File: src/rtl/ls_pilot_estimator.sv
// Least-squares channel estimate over four QPSK pilot REs, collected in arrival order
// and held until the interpolation stage acknowledges them.
module ls_pilot_estimator #(
    parameter int IN_WIDTH  = 16,
    parameter int OUT_WIDTH = 17
) (
    input  logic                        clk,
    input  logic                        rst,
    input  logic                        start,
    input  logic                        pil_valid,
    input  logic signed [IN_WIDTH-1:0]  pil_r,
    input  logic signed [IN_WIDTH-1:0]  pil_i,
    input  logic [1:0]                  pil_code,
    input  logic                        est_ack,
    output logic signed [OUT_WIDTH-1:0] E1_r,
    output logic signed [OUT_WIDTH-1:0] E1_i,
    output logic signed [OUT_WIDTH-1:0] E2_r,
    output logic signed [OUT_WIDTH-1:0] E2_i,
    output logic signed [OUT_WIDTH-1:0] E3_r,
    output logic signed [OUT_WIDTH-1:0] E3_i,
    output logic signed [OUT_WIDTH-1:0] E4_r,
    output logic signed [OUT_WIDTH-1:0] E4_i,
    output logic                        est_valid,
    output logic                        busy,
    output logic                        overrun
);

    if (OUT_WIDTH != IN_WIDTH + 1) begin : g_bad_width
        $error("OUT_WIDTH must equal IN_WIDTH+1");
    end

    localparam logic [1:0] StIdle    = 2'd0;
    localparam logic [1:0] StCollect = 2'd1;
    localparam logic [1:0] StHold    = 2'd2;

    logic [1:0] state_q, state_d;
    logic [1:0] cnt_q, cnt_d;
    logic       est_valid_q, est_valid_d;
    logic       overrun_q, overrun_d;

    logic signed [OUT_WIDTH-1:0] e_r_q [4];
    logic signed [OUT_WIDTH-1:0] e_r_d [4];
    logic signed [OUT_WIDTH-1:0] e_i_q [4];
    logic signed [OUT_WIDTH-1:0] e_i_d [4];

    logic signed [OUT_WIDTH-1:0] ext_r, ext_i;
    logic signed [OUT_WIDTH-1:0] r_xr, i_xi, i_xr, r_xi;
    logic signed [OUT_WIDTH-1:0] est_r, est_i;

    // Multiplying by +/-1 reduces to optional negation of the sign-extended operand.
    always_comb begin
        ext_r = OUT_WIDTH'(pil_r);
        ext_i = OUT_WIDTH'(pil_i);
        r_xr  = pil_code[0] ? -ext_r : ext_r;
        i_xr  = pil_code[0] ? -ext_i : ext_i;
        i_xi  = pil_code[1] ? -ext_i : ext_i;
        r_xi  = pil_code[1] ? -ext_r : ext_r;
        est_r = r_xr + i_xi;
        est_i = i_xr - r_xi;
    end

    always_comb begin
        state_d     = state_q;
        cnt_d       = cnt_q;
        est_valid_d = est_valid_q;
        overrun_d   = overrun_q;
        e_r_d       = e_r_q;
        e_i_d       = e_i_q;
        if (start) begin
            // Restart wins over everything, including a coincident pilot or ack.
            state_d     = StCollect;
            cnt_d       = 2'd0;
            est_valid_d = 1'b0;
            overrun_d   = 1'b0;
        end else begin
            case (state_q)
                StCollect: begin
                    if (pil_valid) begin
                        e_r_d[cnt_q] = est_r;
                        e_i_d[cnt_q] = est_i;
                        cnt_d        = cnt_q + 2'd1;
                        if (cnt_q == 2'd3) begin
                            state_d     = StHold;
                            est_valid_d = 1'b1;
                        end
                    end
                end
                StHold: begin
                    if (pil_valid) begin
                        overrun_d = 1'b1;
                    end
                    if (est_ack) begin
                        state_d     = StIdle;
                        est_valid_d = 1'b0;
                    end
                end
                default: ;
            endcase
        end
    end

    always_ff @(posedge clk or posedge rst) begin
        if (rst) begin
            state_q     <= StIdle;
            cnt_q       <= 2'd0;
            est_valid_q <= 1'b0;
            overrun_q   <= 1'b0;
            for (int k = 0; k < 4; k++) begin
                e_r_q[k] <= '0;
                e_i_q[k] <= '0;
            end
        end else begin
            state_q     <= state_d;
            cnt_q       <= cnt_d;
            est_valid_q <= est_valid_d;
            overrun_q   <= overrun_d;
            e_r_q       <= e_r_d;
            e_i_q       <= e_i_d;
        end
    end

    assign E1_r      = e_r_q[0];
    assign E1_i      = e_i_q[0];
    assign E2_r      = e_r_q[1];
    assign E2_i      = e_i_q[1];
    assign E3_r      = e_r_q[2];
    assign E3_i      = e_i_q[2];
    assign E4_r      = e_r_q[3];
    assign E4_i      = e_i_q[3];
    assign est_valid = est_valid_q;
    assign busy      = (state_q == StCollect);
    assign overrun   = overrun_q;

endmodule
File: config.mk
export PLATFORM = sky130hd
export DESIGN_NAME = ls_pilot_estimator
export DESIGN_NICKNAME = d
export VERILOG_FILES = /design/src/rtl/ls_pilot_estimator.sv
export SDC_FILE = /design/constraint.sdc
export NUM_CORES = 1
export LEC_CHECK = 0
export ABC_CLOCK_PERIOD_IN_PS = 6500
export CAP_MARGIN = 5
export CORE_ASPECT_RATIO = 1.5
export CORE_MARGIN = 5
export CORE_UTILIZATION = 50
export CTS_CLUSTER_DIAMETER = 100
export DETAILED_ROUTE_END_ITERATION = 16
export GPL_ROUTABILITY_DRIVEN = 0
export PLACE_DENSITY = 0.79
export SYNTH_ARGS = -nofsm -noshare
export SYNTH_HDL_FRONTEND = slang
export SYNTH_SLANG_ARGS = --single-unit
File: constraint.sdc
create_clock -name clk -period 6.5 [get_ports clk]
set_clock_uncertainty 0.2 [all_clocks]
set_input_delay 1.3 -clock clk [delete_from_list [all_inputs] [get_ports clk]]
set_output_delay 1.3 -clock clk [all_outputs]
set_load 0.01 [all_outputs]
==> flow_summary.rst, run 1 <==
.. list-table::
   :header-rows: 1

   * - Metric
     - Value
   * - Status
     - finished, final reports clean
   * - Most common cell in the netlist
     - sky130_fd_sc_hd__nand2_1
   * - Clock transition at the registers of the reported paths
     - 60 ps
   * - WHS Endpoint
     - E3_r[11]$_DFFE_PP0P_
   * - Area of the multi-input gates
     - ~4500 µm²
   * - Fmax
     - 0.191 GHz
   * - Buffers added on ports
     - between 150 and 200
   * - Dominant cells by area after synthesis
     - sky130_fd_sc_hd__dfrtp_1 42%, sky130_fd_sc_hd__nand2_1 10%, sky130_fd_sc_hd__ha_1 5.8%, sky130_fd_sc_hd__xnor2_1 5.8%, sky130_fd_sc_hd__mux2_2 5.5%
   * - CP Class
     - primary input to flop
   * - Post-layout total power
     - approximately 4.3 mW
   * - Peak fanout along the critical path
     - 10
   * - Pin count of the biggest net entering global routing
     - 83
   * - Synthesized instance count
     - ~910
   * - Ys async rst share
     - 1.00
   * - Top cells by count, synth
     - 225 x sky130_fd_sc_hd__nand2_1, 137 x sky130_fd_sc_hd__dfrtp_1, 54 x sky130_fd_sc_hd__xnor2_1
   * - Start point of the critical path
     - pil_i[0]
   * - Number of instances on the worst hold path
     - 2
   * - End of the worst register-to-register path
     - E4_i[7]$_DFFE_PP0P_
   * - Boundary pin count
     - between 150 and 200
   * - Mean post-synth cell area
     - around 9 µm²
   * - Count of flip-flops with a built-in enable after synthesis
     - 0
   * - Synthesis-to-layout area growth
     - 30.8%
   * - Final-layout fill cell count
     - 1,344
   * - Syn nets
     - about 990
   * - Register area
     - ~3400 µm²
   * - Number of global-route vias before repair
     - a little over 7,000
   * - Share of cells above drive strength 1
     - 0.0869
   * - Number of antenna violations at the first check in global routing
     - 0
   * - Number of gates resized after cts
     - 0
   * - Count of TritonRoute iterations in the first routing pass
     - 6
   * - Number of non-filler instances in the completed layout
     - 1,288
   * - Predominant post-synthesis flop cell
     - sky130_fd_sc_hd__dfrtp_1
   * - Setup violators final
     - 0
   * - Post-detailed-route count of antenna-violating nets
     - 0
   * - Worst reg2reg path startpoint
     - state_q[1]$_DFFE_PP0P_
   * - Final period utilization
     - 0.806
   * - Basic-gate share of the synthesized area counting and, or, nand and nor cells
     - 0.211
   * - Adder-cell share of the synthesized area
     - 0.0631
   * - Sequential area share after synthesis
     - 0.419
   * - Number of max-slew violations in the final report
     - 0
   * - Global route total overflow
     - 0
   * - WL final
     - about 23,000 µm
   * - DRC violation count after routing
     - 0
   * - Worst setup SP type
     - primary input
   * - Die Wd
     - roughly 110 µm
   * - Required time of the worst setup path
     - 6650 ps
   * - Area enclosed by the die boundary
     - about 19,000 µm²
   * - Min-Delay Path Class
     - flop to flop
   * - Routed via count
     - between 7,000 and 8,000
   * - Area share of xor/xnor cells in the synthesized design
     - 0.0804
   * - Placed wire-length estimate
     - 17,000 µm
   * - LEAKAGE
     - 4.77 nW
   * - Hold path start
     - E3_r[11]$_DFFE_PP0P_
   * - Unrepaired setup endpoints after global routing
     - false
   * - # Max-Cap Violations
     - 0
   * - Share of synthesized area spent on multiplexers
     - 0.0588
   * - Worst-case setup slack after placement
     - around 860 ps
   * - Headroom to the max-slew limit
     - 0.231
   * - Yosys Warn Count
     - 0
   * - Die H
     - between 150 and 200 µm
   * - Total of flip-flops plus latches after synthesis
     - about 140
   * - DRC marker count from the first detailed-route iteration
     - 502
   * - Number of cell rows
     - 57
   * - Placed Instances
     - about 1,300
   * - Crit path setup slack, layout
     - between 1000 and 1500 ps
   * - Insertion delay to the later sink of the worst-skew pair
     - 410 ps
   * - Maximum level of the CTS H-tree
     - 4
   * - Length in cells of the worst reg-to-reg path
     - 5
   * - Crit. End Element
     - flop
   * - Setup_tns
     - 0 ps
   * - Buffers inserted during post-CTS setup optimization
     - 0
   * - Count of clock tree sinks
     - about 140
   * - Unique cell type count in the Yosys netlist
     - 58
   * - Number of endpoints with negative hold slack in the final report
     - 0
   * - Pwr Density
     - slightly above 400 nW/µm²
   * - Portion of synthesized cell area occupied by the leading cell type
     - 0.419
   * - Met2 layer wire length in the routed design
     - 12,000 µm
   * - Highest routed layer
     - met4
   * - Fin Hold WS
     - 273 ps
   * - Netlist Area Pre-Place
     - 8170 µm²
   * - Met1 layer wirelength in the final routing
     - between 9000 and 10,000 µm
   * - Routed wirelength normalized by instance count
     - around 18 µm
   * - Synth Area in Compound Gates
     - 0.136
   * - Post-DR vias/cell
     - roughly 5.6
   * - Largest buffer count on any clock path
     - 2
   * - Setup slack on the worst flop-to-flop path
     - roughly 3700 ps
   * - Number of hold buffers added after cts
     - 0
   * - Min Clock Period, post-route
     - between 5000 and 6000 ps
   * - Total clock buffers created by CTS
     - 17
   * - Combinational family with the most area after synthesis
     - simple AND/OR/NAND/NOR gates
   * - Worst path arrival time
     - 5390 ps
   * - Pin slew with the least headroom to its limit
     - ~1200 ps
   * - Library cell used as clock root buffer
     - sky130_fd_sc_hd__clkbuf_16
   * - N_diodes
     - 0
   * - Worst vdd rail ir drop
     - 0.249 mV
   * - Largest area contributor in the netlist
     - sky130_fd_sc_hd__dfrtp_1
   * - CTS tree
     - done
   * - Effective utilization at floorplan
     - 0.507
   * - Detailed-routed wire length on met3
     - ~1000 µm
   * - First-pass GRT wire length
     - around 37,000 µm
   * - Area of the core region
     - between 15,000 and 20,000 µm²
   * - Total number of nets in the final design
     - around 1,100
   * - Total GRT Usage
     - 0.244
[layout make-up]
type,count,area share
multi-input cells,711,0.419
clock buffers,18,0.0411
clock inverters,14,0.0161
repair buffers,188,0.173
flip-flops and latches,137,0.321
well taps,206,0.0241
inverters,14,0.00538
[worst max-delay path by stage]
| stage | end | slack, ps | cells after the start |
|---|---|---|---|
| 2_1_floorplan | E1_i[0]$_DFFE_PP0P_ | 1330 | 1 |
| 3_3_place_gp | E2_i[16]$_DFFE_PP0P_ | 980 | 15 |
| 3_5_place_dp | E1_i[15]$_DFFE_PP0P_ | 860 | 15 |
| 4_1_cts | E1_i[15]$_DFFE_PP0P_ | 1300 | 15 |
| 5_1_grt | E2_i[15]$_DFFE_PP0P_ | 970 | 15 |
| 6_report | E4_i[15]$_DFFE_PP0P_ | 1260 | 15 |
[per-layer routing]
layer / track usage / vias up
met5: 0 / -
met3: 0.0312 / 33
li1: - / 3476
met4: 0.0749 / 0
met2: 0.426 / 244
met1: 0.311 / 3510
[critical path, stage by stage]
cell and delay [ps]:
sky130_fd_sc_hd__clkdlybuf4s50_1 460, sky130_fd_sc_hd__inv_1 100, sky130_fd_sc_hd__ha_1 180, sky130_fd_sc_hd__or3b_2 520, sky130_fd_sc_hd__or3_4 370, sky130_fd_sc_hd__or3_4 360, sky130_fd_sc_hd__nand2_1 100, sky130_fd_sc_hd__xnor2_1 70
sky130_fd_sc_hd__ha_1 470, sky130_fd_sc_hd__a21oi_1 150, sky130_fd_sc_hd__o21ai_0 380, sky130_fd_sc_hd__nor3_1 100, sky130_fd_sc_hd__a211o_1 270, sky130_fd_sc_hd__a211oi_1 340, sky130_fd_sc_hd__mux2_2 230
[power breakdown]
part	leakage (nW)	switching, mW	internal [mW]	total, mW
logic	2.74	0.899	0.975	1.87
registers	1.74	0.217	1.21	1.42
clock network	0.297	0.390	0.617	1.01
total	4.77	1.51	2.80	4.30
[cells in the final DEF (no fill, tap or decap), drive strengths merged, types with 16 or more instances in the layout]
cell	synthesis	final
a21oi	33	33
clkbuf	39	18
clkdlybuf4s50	0	177
dfrtp	137	137
ha	38	38
inv	14	16
mux2	40	40
nand2	225	225
nand3	29	29
nor2	32	32
nor3	16	16
o21ai	55	55
o31ai	20	20
xnor2	54	54
xor2	21	21
[state kept, by name, indices dropped and copies added, names as in the netlist, 2 cells and up]
signal and count:
E1_i 17, E2_i 17, E3_i 17, E4_r 17, E1_r 16, E2_r 16
E3_r 16, E4_i 16, cnt_q 2, state_q 2
[kinds of logic after synthesis]
| group | Yosys count |
|---|---|
| XOR/XNOR | 75 |
| buffers and inverters | 64 |
| multiplexers | 43 |
| adder cells (fa/ha/maj) | 40 |
| AND/OR/NAND/NOR | 380 |
| flip-flops | 137 |
| AO/OA/AOI/OAI | 173 |
[stage by stage]
step | instance area [µm²] | util
floorplan | 8170 | -
global placement | 10100 | 0.626
detailed placement | 10100 | 0.626
CTS | 10700 | 0.664
global route | 10700 | 0.664
finish | 10700 | 0.664
Note: power is estimated with default switching activity, not from simulation.
==> run 2: changes to the inputs <==
ABC_CLOCK_PERIOD_IN_PS = 4400   (was 6500)
CORE_UTILIZATION = 47   (was 50)
PLACE_DENSITY = 0.78   (was 0.79)
clock period = 4.4 ns   (was 6.5 ns; I/O delays follow)
==> run 2 against run 1 <==
Via count up 5.9%. Routed wire length rose by 6.9%. Clock-buffer cell count did not move. Register-to-register slack worse by 2100 ps. Critical path type unchanged.
==> flow_summary.rst, run 2 (synthesis results as in run 1) <==
.. list-table::
   :header-rows: 1

   * - Metric
     - Value
   * - Library cell used as clock root buffer
     - sky130_fd_sc_hd__clkbuf_16
   * - Leading cell type in the layout, fill and taps excluded
     - sky130_fd_sc_hd__nand2_1
   * - Post-DR vias/cell
     - 5.45 (-3.4%)
   * - Area of the multi-input gates
     - 4670 µm² (+4.1%)
   * - Placed Instances
     - 1,374 (+9.4%)
   * - Die H
     - 172 µm (+3.0%)
   * - Peak fanout along the critical path
     - 5 (-5)
   * - Headroom to the max-slew limit
     - 0.346 (+0.115)
   * - Area of the core region
     - 17,200 µm² (+6.7%)
   * - Sequence of cells on the critical path
     - clkdlybuf4s50_1, or3_1, or2_4, or3_4, or3_4, nand2_1, xnor2_1, ha_1, and3_4, nand4_1, a32oi_2, xnor2_2, mux2_2
   * - Post-Route Utilization
     - 0.684 (+0.0207)
   * - Start point of the critical path
     - pil_i[6]
   * - Logic gate share of total power
     - 0.465 (+0.030)
   * - Final-layout fill cell count
     - 1,327 (-1.3%)
   * - Worst reg2reg path startpoint
     - state_q[1]$_DFFE_PP0P_
   * - Area enclosed by the die boundary
     - 20,200 µm² (+5.9%)
   * - Post-layout total power
     - 6.65 mW (+54%)
   * - Status
     - finished, final reports clean
   * - Crit. End Element
     - flop
   * - Insertion delay to the later sink of the worst-skew pair
     - 410 ps (about the same)
   * - Total clock buffers created by CTS
     - 17 (unchanged)
   * - Worst setup SP type
     - primary input
   * - Synthesis-to-layout area growth
     - 44.0%
   * - Worst path arrival time
     - 4460 ps (-930 ps)
   * - Boundary pin count
     - 178 (unchanged)
   * - Worst vdd rail ir drop
     - 0.433 mV (+74%)
   * - DRC violation count after routing
     - 0 (unchanged)
   * - Post-detailed-route count of antenna-violating nets
     - 0 (unchanged)
   * - Number of cell rows
     - 59 (+3.5%)
   * - End of the worst register-to-register path
     - E2_r[15]$_DFFE_PP0P_
   * - CP Class
     - primary input to flop
   * - CTS tree
     - done
   * - Switching part of the total
     - 0.351 (+0.00108)
   * - Number of non-filler instances in the completed layout
     - 1,411 (+9.5%)
   * - Fraction of power consumed by sequential logic
     - 0.318 (-0.013)
   * - DRC marker count from the first detailed-route iteration
     - 528 (+5.2%)
   * - Length in cells of the worst reg-to-reg path
     - 6 (+1)
   * - End point of the critical path
     - E4_i[16]$_DFFE_PP0P_
   * - Number of max-slew violations in the final report
     - 0 (unchanged)
   * - Placed wire-length estimate
     - 18,200 µm (+6.9%)
   * - Required time of the worst setup path
     - 4500 ps (-2150 ps)
   * - Final period utilization
     - 0.991
   * - Critical Path Most Common Cell
     - sky130_fd_sc_hd__or3_4
   * - Switching pwr
     - 2.33 mW (+55%)
   * - WP buf/inv
     - 1 (-1)
   * - Fin Hold WS
     - 277 ps (+3.51 ps)
   * - Count of TritonRoute iterations in the first routing pass
     - 5 (-1)
   * - Global route total overflow
     - 0 (unchanged)
   * - Count of clock tree sinks
     - 137 (unchanged)
   * - Pin count of the biggest net entering global routing
     - 138 (+66%)
   * - Clock power share
     - 0.217 (-0.017)
   * - WL final
     - 24,600 µm (+6.9%)
   * - Pin slew with the least headroom to its limit
     - 980 ps (-172 ps)
   * - # Max-Cap Violations
     - 0 (unchanged)
   * - Total number of nets in the final design
     - 1,264 (+10%)
   * - Register area
     - 3430 µm² (unchanged)
   * - Share of cells above drive strength 1
     - 0.199 (+0.112)
   * - Clock transition at the registers of the reported paths
     - 70 ps (about the same)
   * - First-pass GRT wire length
     - 39,100 µm (+4.6%)
   * - Maximum level of the CTS H-tree
     - 4 (unchanged)
   * - Cell type of the slowest stage on the worst timing path
     - sky130_fd_sc_hd__clkdlybuf4s50_1
   * - Crit path depth
     - 13 (-2)
   * - Routed wirelength normalized by instance count
     - 17.4 µm (-2.4%)
   * - Min-Delay Path Class
     - flop to flop
   * - N_diodes
     - 0 (unchanged)
   * - LEAKAGE
     - 5.42 nW (+14%)
   * - Number of global-route vias before repair
     - 7,798 (+9.6%)
   * - Category of cells accounting for the largest share of critical-path delay
     - simple AND/OR/NAND/NOR gates
   * - Commonest cells after routing, fill and taps aside
     - 224 x sky130_fd_sc_hd__nand2_1, 173 x sky130_fd_sc_hd__clkdlybuf4s50_1, 137 x sky130_fd_sc_hd__dfrtp_1
   * - Maximum single-stage delay on the critical path
     - 450 ps (-70 ps)
   * - Routed via count
     - 7,689 (+5.9%)
   * - Min Clock Period, post-route
     - roughly 4400 ps
   * - Setup_tns
     - 0 ps (unchanged)
   * - Largest buffer count on any clock path
     - 2 (unchanged)
   * - Die Wd
     - 118 µm (+2.9%)
   * - Buffers added on ports
     - 177 (unchanged)
   * - Number of endpoints with negative hold slack in the final report
     - 0 (unchanged)
   * - Setup violators final
     - 0 (unchanged)
   * - Number of hold buffers added after cts
     - 0 (unchanged)
   * - Total GRT Usage
     - 0.238 (-0.00584)
   * - Setup slack on the worst flop-to-flop path
     - 1640 ps (-2070 ps)
   * - Pwr Density
     - 565 nW/µm² (+40%)
   * - Total internal power
     - 4.31 mW (+54%)
   * - Fmax
     - approximately 0.23 GHz
   * - Effective utilization at floorplan
     - 0.475 (-0.0319)
   * - Number of antenna violations at the first check in global routing
     - 0 (unchanged)
run 2: through the flow:
stage / setup slack [ps] / cell area [µm²]
floorplan: 62.8 / 8180
global placement: -516 / 10900
detailed placement: -612 / 10900
CTS: 1.68 / 11600
global route: -31.8 / 11800
finish: 40.5 / 11800
run 2: cell type report:
| class | instances | share of cell area |
|---|---|---|
| multi-input cells | 711 | 0.397 |
| flip-flops and latches | 137 | 0.291 |
| repair buffers | 304 | 0.233 |
| clock buffers | 18 | 0.0373 |
| well taps | 213 | 0.0226 |
| clock inverters | 14 | 0.0138 |
| inverters | 14 | 0.00478 |
run 2: repair_timing:
action | in CTS | in global routing
gates resized for setup | 13 | 36
cloned | 0 | 0
pin swaps | 6 | 23
setup endpoints to repair | 16 | 46
buffers inserted | 0 | 5
run 2: worst min path at each step:
stage | cells after the start | slack (ps) | from | endpoint
floorplan | 2 | 300 | state_q[0]$_DFFE_PP0P_ | state_q[0]$_DFFE_PP0P_
global placement | 2 | 260 | E4_i[8]$_DFFE_PP0P_ | E4_i[8]$_DFFE_PP0P_
detailed placement | 2 | 260 | E4_r[5]$_DFFE_PP0P_ | E4_r[5]$_DFFE_PP0P_
CTS | 2 | 280 | E4_r[5]$_DFFE_PP0P_ | E4_r[5]$_DFFE_PP0P_
global route | 2 | 300 | E4_i[6]$_DFFE_PP0P_ | E4_i[6]$_DFFE_PP0P_
finish | 2 | 280 | E4_i[6]$_DFFE_PP0P_ | E4_i[6]$_DFFE_PP0P_
run 2: tightest hold or removal path: stages (launching register included):
cell and delay, ps:
sky130_fd_sc_hd__dfrtp_1 340, sky130_fd_sc_hd__nand2_1 50, sky130_fd_sc_hd__nand2_1 50
run 2: power by group through the flow:
stage / combinational [mW] / clock (mW) / sequential, mW
final: 3.09 / 1.45 / 2.11
after global routing: 3.32 / 1.52 / 2.17
after CTS: 3.04 / 1.46 / 2.10
after detailed placement: 2.99 / 0 / 2.12
after global placement: 2.92 / 0 / 2.10
after floorplan: 1.05 / 0 / 2.31
run 2: routing by layer:
layer / wire, µm / track usage / vias to the layer above
met5: 0 / 0 / -
met2: 12900 / 0.428 / 237
li1: - / - / 3699
met3: 1050 / 0.0342 / 54
met1: 9790 / 0.284 / 3699
met4: 898 / 0.103 / 0
==> run 3: changes to the inputs <==
ABC_CLOCK_PERIOD_IN_PS = 5000   (was 4400)
CORE_MARGIN = not set   (was 5)
CORE_UTILIZATION = 50   (was 47)
PLACE_DENSITY = 0.79   (was 0.78)
clock period = 5 ns   (was 4.4 ns; I/O delays follow)
==> run 3 against run 2 <==
Register-to-register slack better by 710 ps. Combinational power decreased by 19%. Sequential share of layout area rose by 2.1 points. Cell count decreased by 6.3%. Power shrank 15%. Critical path type unchanged. Critical endpoint unchanged. Largest cell class unchanged.
==> flow_summary.rst, run 3 (synthesis results as in run 1) <==
.. list-table::
   :header-rows: 1

   * - Metric
     - Value
   * - Worst reg2reg path startpoint
     - state_q[1]$_DFFE_PP0P_
   * - Total number of nets in the final design
     - 1,186 (-6.2%)
   * - Worst path arrival time
     - 4950 ps (+490 ps)
   * - Status
     - finished, final reports clean
   * - Share of cells above drive strength 1
     - 0.118 (-0.0807)
   * - Commonest cells after routing, fill and taps aside
     - 225 x sky130_fd_sc_hd__nand2_1, 177 x sky130_fd_sc_hd__clkdlybuf4s50_1, 137 x sky130_fd_sc_hd__dfrtp_1
   * - Worst setup SP type
     - primary input
   * - Switching pwr
     - 1.98 mW (-15%)
   * - Synthesis-to-layout area growth
     - 34.2%
   * - Total GRT Usage
     - 0.287 (+0.0489)
   * - Count of clock tree sinks
     - 137 (unchanged)
   * - Final period utilization
     - 0.969
   * - Pwr Density
     - 516 nW/µm² (-8.7%)
   * - Length in cells of the worst reg-to-reg path
     - 6 (unchanged)
   * - Routed wirelength normalized by instance count
     - 17.6 µm (+0.87%)
   * - Placed wire-length estimate
     - 17,100 µm (-6.0%)
   * - Number of global-route vias before repair
     - 7,265 (-6.8%)
   * - Setup slack on the worst flop-to-flop path
     - 2350 ps (+710 ps)
   * - Worst vdd rail ir drop
     - 0.331 mV (-24%)
   * - Clock transition at the registers of the reported paths
     - 70 ps (about the same)
   * - Pin slew with the least headroom to its limit
     - 879 ps (-101 ps)
   * - Area enclosed by the die boundary
     - 16,900 µm² (-16%)
   * - Count of TritonRoute iterations in the first routing pass
     - 5 (unchanged)
   * - Area of the core region
     - 15,800 µm² (-7.9%)
   * - Crit. End Element
     - flop
   * - End point of the critical path
     - E4_i[16]$_DFFE_PP0P_
   * - DRC marker count from the first detailed-route iteration
     - 475 (-10%)
   * - Buffers added on ports
     - 177 (unchanged)
   * - Setup violators final
     - 0 (unchanged)
   * - Effective utilization at floorplan
     - 0.516 (+0.0410)
   * - Fraction of power consumed by sequential logic
     - 0.329 (+0.011)
   * - DRC violation count after routing
     - 0 (unchanged)
   * - Largest buffer count on any clock path
     - 2 (unchanged)
   * - Peak fanout along the critical path
     - 7 (+2)
   * - Worst-case setup slack after placement
     - -236 ps (+377 ps)
   * - N_diodes
     - 0 (unchanged)
   * - Switching part of the total
     - 0.350 (-0.000933)
   * - Global route total overflow
     - 0 (unchanged)
   * - # Max-Cap Violations
     - 0 (unchanged)
   * - Crit path setup slack, layout
     - 157 ps (+117 ps)
   * - LEAKAGE
     - 4.95 nW (-8.6%)
   * - CP Class
     - primary input to flop
   * - Number of endpoints with negative hold slack in the final report
     - 0 (unchanged)
   * - Library cell used as clock root buffer
     - sky130_fd_sc_hd__clkbuf_16
   * - Die Wd
     - 106 µm (-9.6%)
   * - WL final
     - 23,200 µm (-5.5%)
   * - Routed via count
     - 7,497 (-2.5%)
   * - Leading cell type in the layout, fill and taps excluded
     - sky130_fd_sc_hd__nand2_1
   * - Min Clock Period, post-route
     - roughly 4800 ps
   * - Insertion delay to the later sink of the worst-skew pair
     - 410 ps (about the same)
   * - End of the worst register-to-register path
     - E2_r[15]$_DFFE_PP0P_
   * - Clock power share
     - 0.228 (+0.011)
   * - Buffers inserted during post-CTS setup optimization
     - 0 (unchanged)
   * - Required time of the worst setup path
     - 5100 ps (+600 ps)
   * - Headroom to the max-slew limit
     - 0.414 (+0.0673)
   * - Post-Route Utilization
     - 0.693 (+0.00850)
   * - Boundary pin count
     - 178 (unchanged)
   * - Number of antenna violations at the first check in global routing
     - 0 (unchanged)
   * - Start point of the critical path
     - pil_i[1]
   * - Fmax
     - 0.206 GHz
   * - Number of max-slew violations in the final report
     - 0 (unchanged)
   * - Number of hold buffers added after cts
     - 0 (unchanged)
   * - Total internal power
     - 3.68 mW (-15%)
   * - Final-layout fill cell count
     - 1,250 (-5.8%)
   * - CTS tree
     - done
   * - Logic gate share of total power
     - 0.443 (-0.022)
   * - First-pass GRT wire length
     - 37,500 µm (-4.3%)
   * - Maximum level of the CTS H-tree
     - 4 (unchanged)
   * - Total clock buffers created by CTS
     - 17 (unchanged)
   * - Post-DR vias/cell
     - 5.67 (+4.1%)
   * - Pin count of the biggest net entering global routing
     - 69 (-50%)
   * - Die H
     - 159 µm (-7.5%)
   * - Min-Delay Path Class
     - flop to flop
   * - Number of cell rows
     - 56 (-5.1%)
   * - Post-detailed-route count of antenna-violating nets
     - 0 (unchanged)
## run 3: cell types whose count changed in the layout (fill, tap and decap cells not counted), sizes merged
cell and change:
buf -78, bufinv +1, clkbuf -1, clkdlybuf4s50 +4, clkinv -1, dlymetal6s2s -4
## run 3: worst max-delay path, cell delays in order
cell and delay [ps]:
sky130_fd_sc_hd__clkdlybuf4s50_1 440, sky130_fd_sc_hd__inv_1 90, sky130_fd_sc_hd__ha_1 180, sky130_fd_sc_hd__or3b_2 490, sky130_fd_sc_hd__buf_4 170, sky130_fd_sc_hd__or3_2 420
sky130_fd_sc_hd__nand2_1 100, sky130_fd_sc_hd__xnor2_1 90, sky130_fd_sc_hd__ha_1 410, sky130_fd_sc_hd__nand2_1 90, sky130_fd_sc_hd__a21boi_1 330, sky130_fd_sc_hd__nand4_1 230
sky130_fd_sc_hd__a32oi_1 430, sky130_fd_sc_hd__xnor2_2 180, sky130_fd_sc_hd__mux2_2 300
## run 3: final cells by class
| type | instances | area, µm² | share of cell area |
|---|---|---|---|
| Clock buffer | 17 | 425 | 0.0388 |
| Clock inverter | 14 | 173 | 0.0157 |
| Inverter | 14 | 57.6 | 0.00525 |
| Multi-Input combinational cell | 711 | 4490 | 0.410 |
| Sequential cell | 137 | 3430 | 0.313 |
| Tap cell | 203 | 254 | 0.0232 |
| Timing Repair Buffer | 226 | 2140 | 0.195 |
## run 3: repair_timing
action	4_1_cts	5_1_grt
resized for setup	0	2
setup endpoints to repair	0	8
hold endpoints to repair	0	0
## run 3: how the worst min path moves through the flow
stage | start | endpoint | slack (ps) | cells after the start
floorplan | state_q[0]$_DFFE_PP0P_ | state_q[0]$_DFFE_PP0P_ | 300 | 2
global placement | E2_i[8]$_DFFE_PP0P_ | E2_i[8]$_DFFE_PP0P_ | 260 | 2
detailed placement | E3_i[6]$_DFFE_PP0P_ | E3_i[6]$_DFFE_PP0P_ | 260 | 2
CTS | E3_r[8]$_DFFE_PP0P_ | E3_r[8]$_DFFE_PP0P_ | 280 | 2
global route | E3_r[2]$_DFFE_PP0P_ | E3_r[2]$_DFFE_PP0P_ | 290 | 2
finish | E3_i[1]$_DFFE_PP0P_ | E3_i[1]$_DFFE_PP0P_ | 280 | 2
## run 3: power by group through the flow
| stage | combinational, mW | clock, mW | sequential [mW] |
|---|---|---|---|
| after floorplan | 0.926 | 0 | 2.03 |
| after global placement | 2.42 | 0 | 1.85 |
| after detailed placement | 2.48 | 0 | 1.87 |
| after CTS | 2.51 | 1.30 | 1.86 |
| after global routing | 2.70 | 1.35 | 1.91 |
| final | 2.50 | 1.29 | 1.86 |
## run 3: per-layer routing
| metal | share of wire | vias up | GRT usage | wire length (µm) |
|---|---|---|---|---|
| met3 | 0.050 | 47 | 0.0385 | 1150 |
| met1 | 0.40 | 3623 | 0.349 | 9260 |
| met4 | 0.029 | 0 | 0.114 | 668 |
| met5 | 0 | - | 0 | 0 |
| li1 | - | 3547 | - | - |
| met2 | 0.52 | 280 | 0.511 | 12200 |
## run 3: stage by stage
step,std cells,setup TNS [ps],cell area [µm²],power (mW),hold slack (ps)
final,1322,0,11000,5.66,275
after global routing,1322,-134,11000,5.96,294
after CTS,1322,0,11000,5.66,278
after detailed placement,1291,-1010,10400,4.35,263
after global placement,1291,-478,10400,4.27,258
after floorplan,912,0,8170,2.96,298
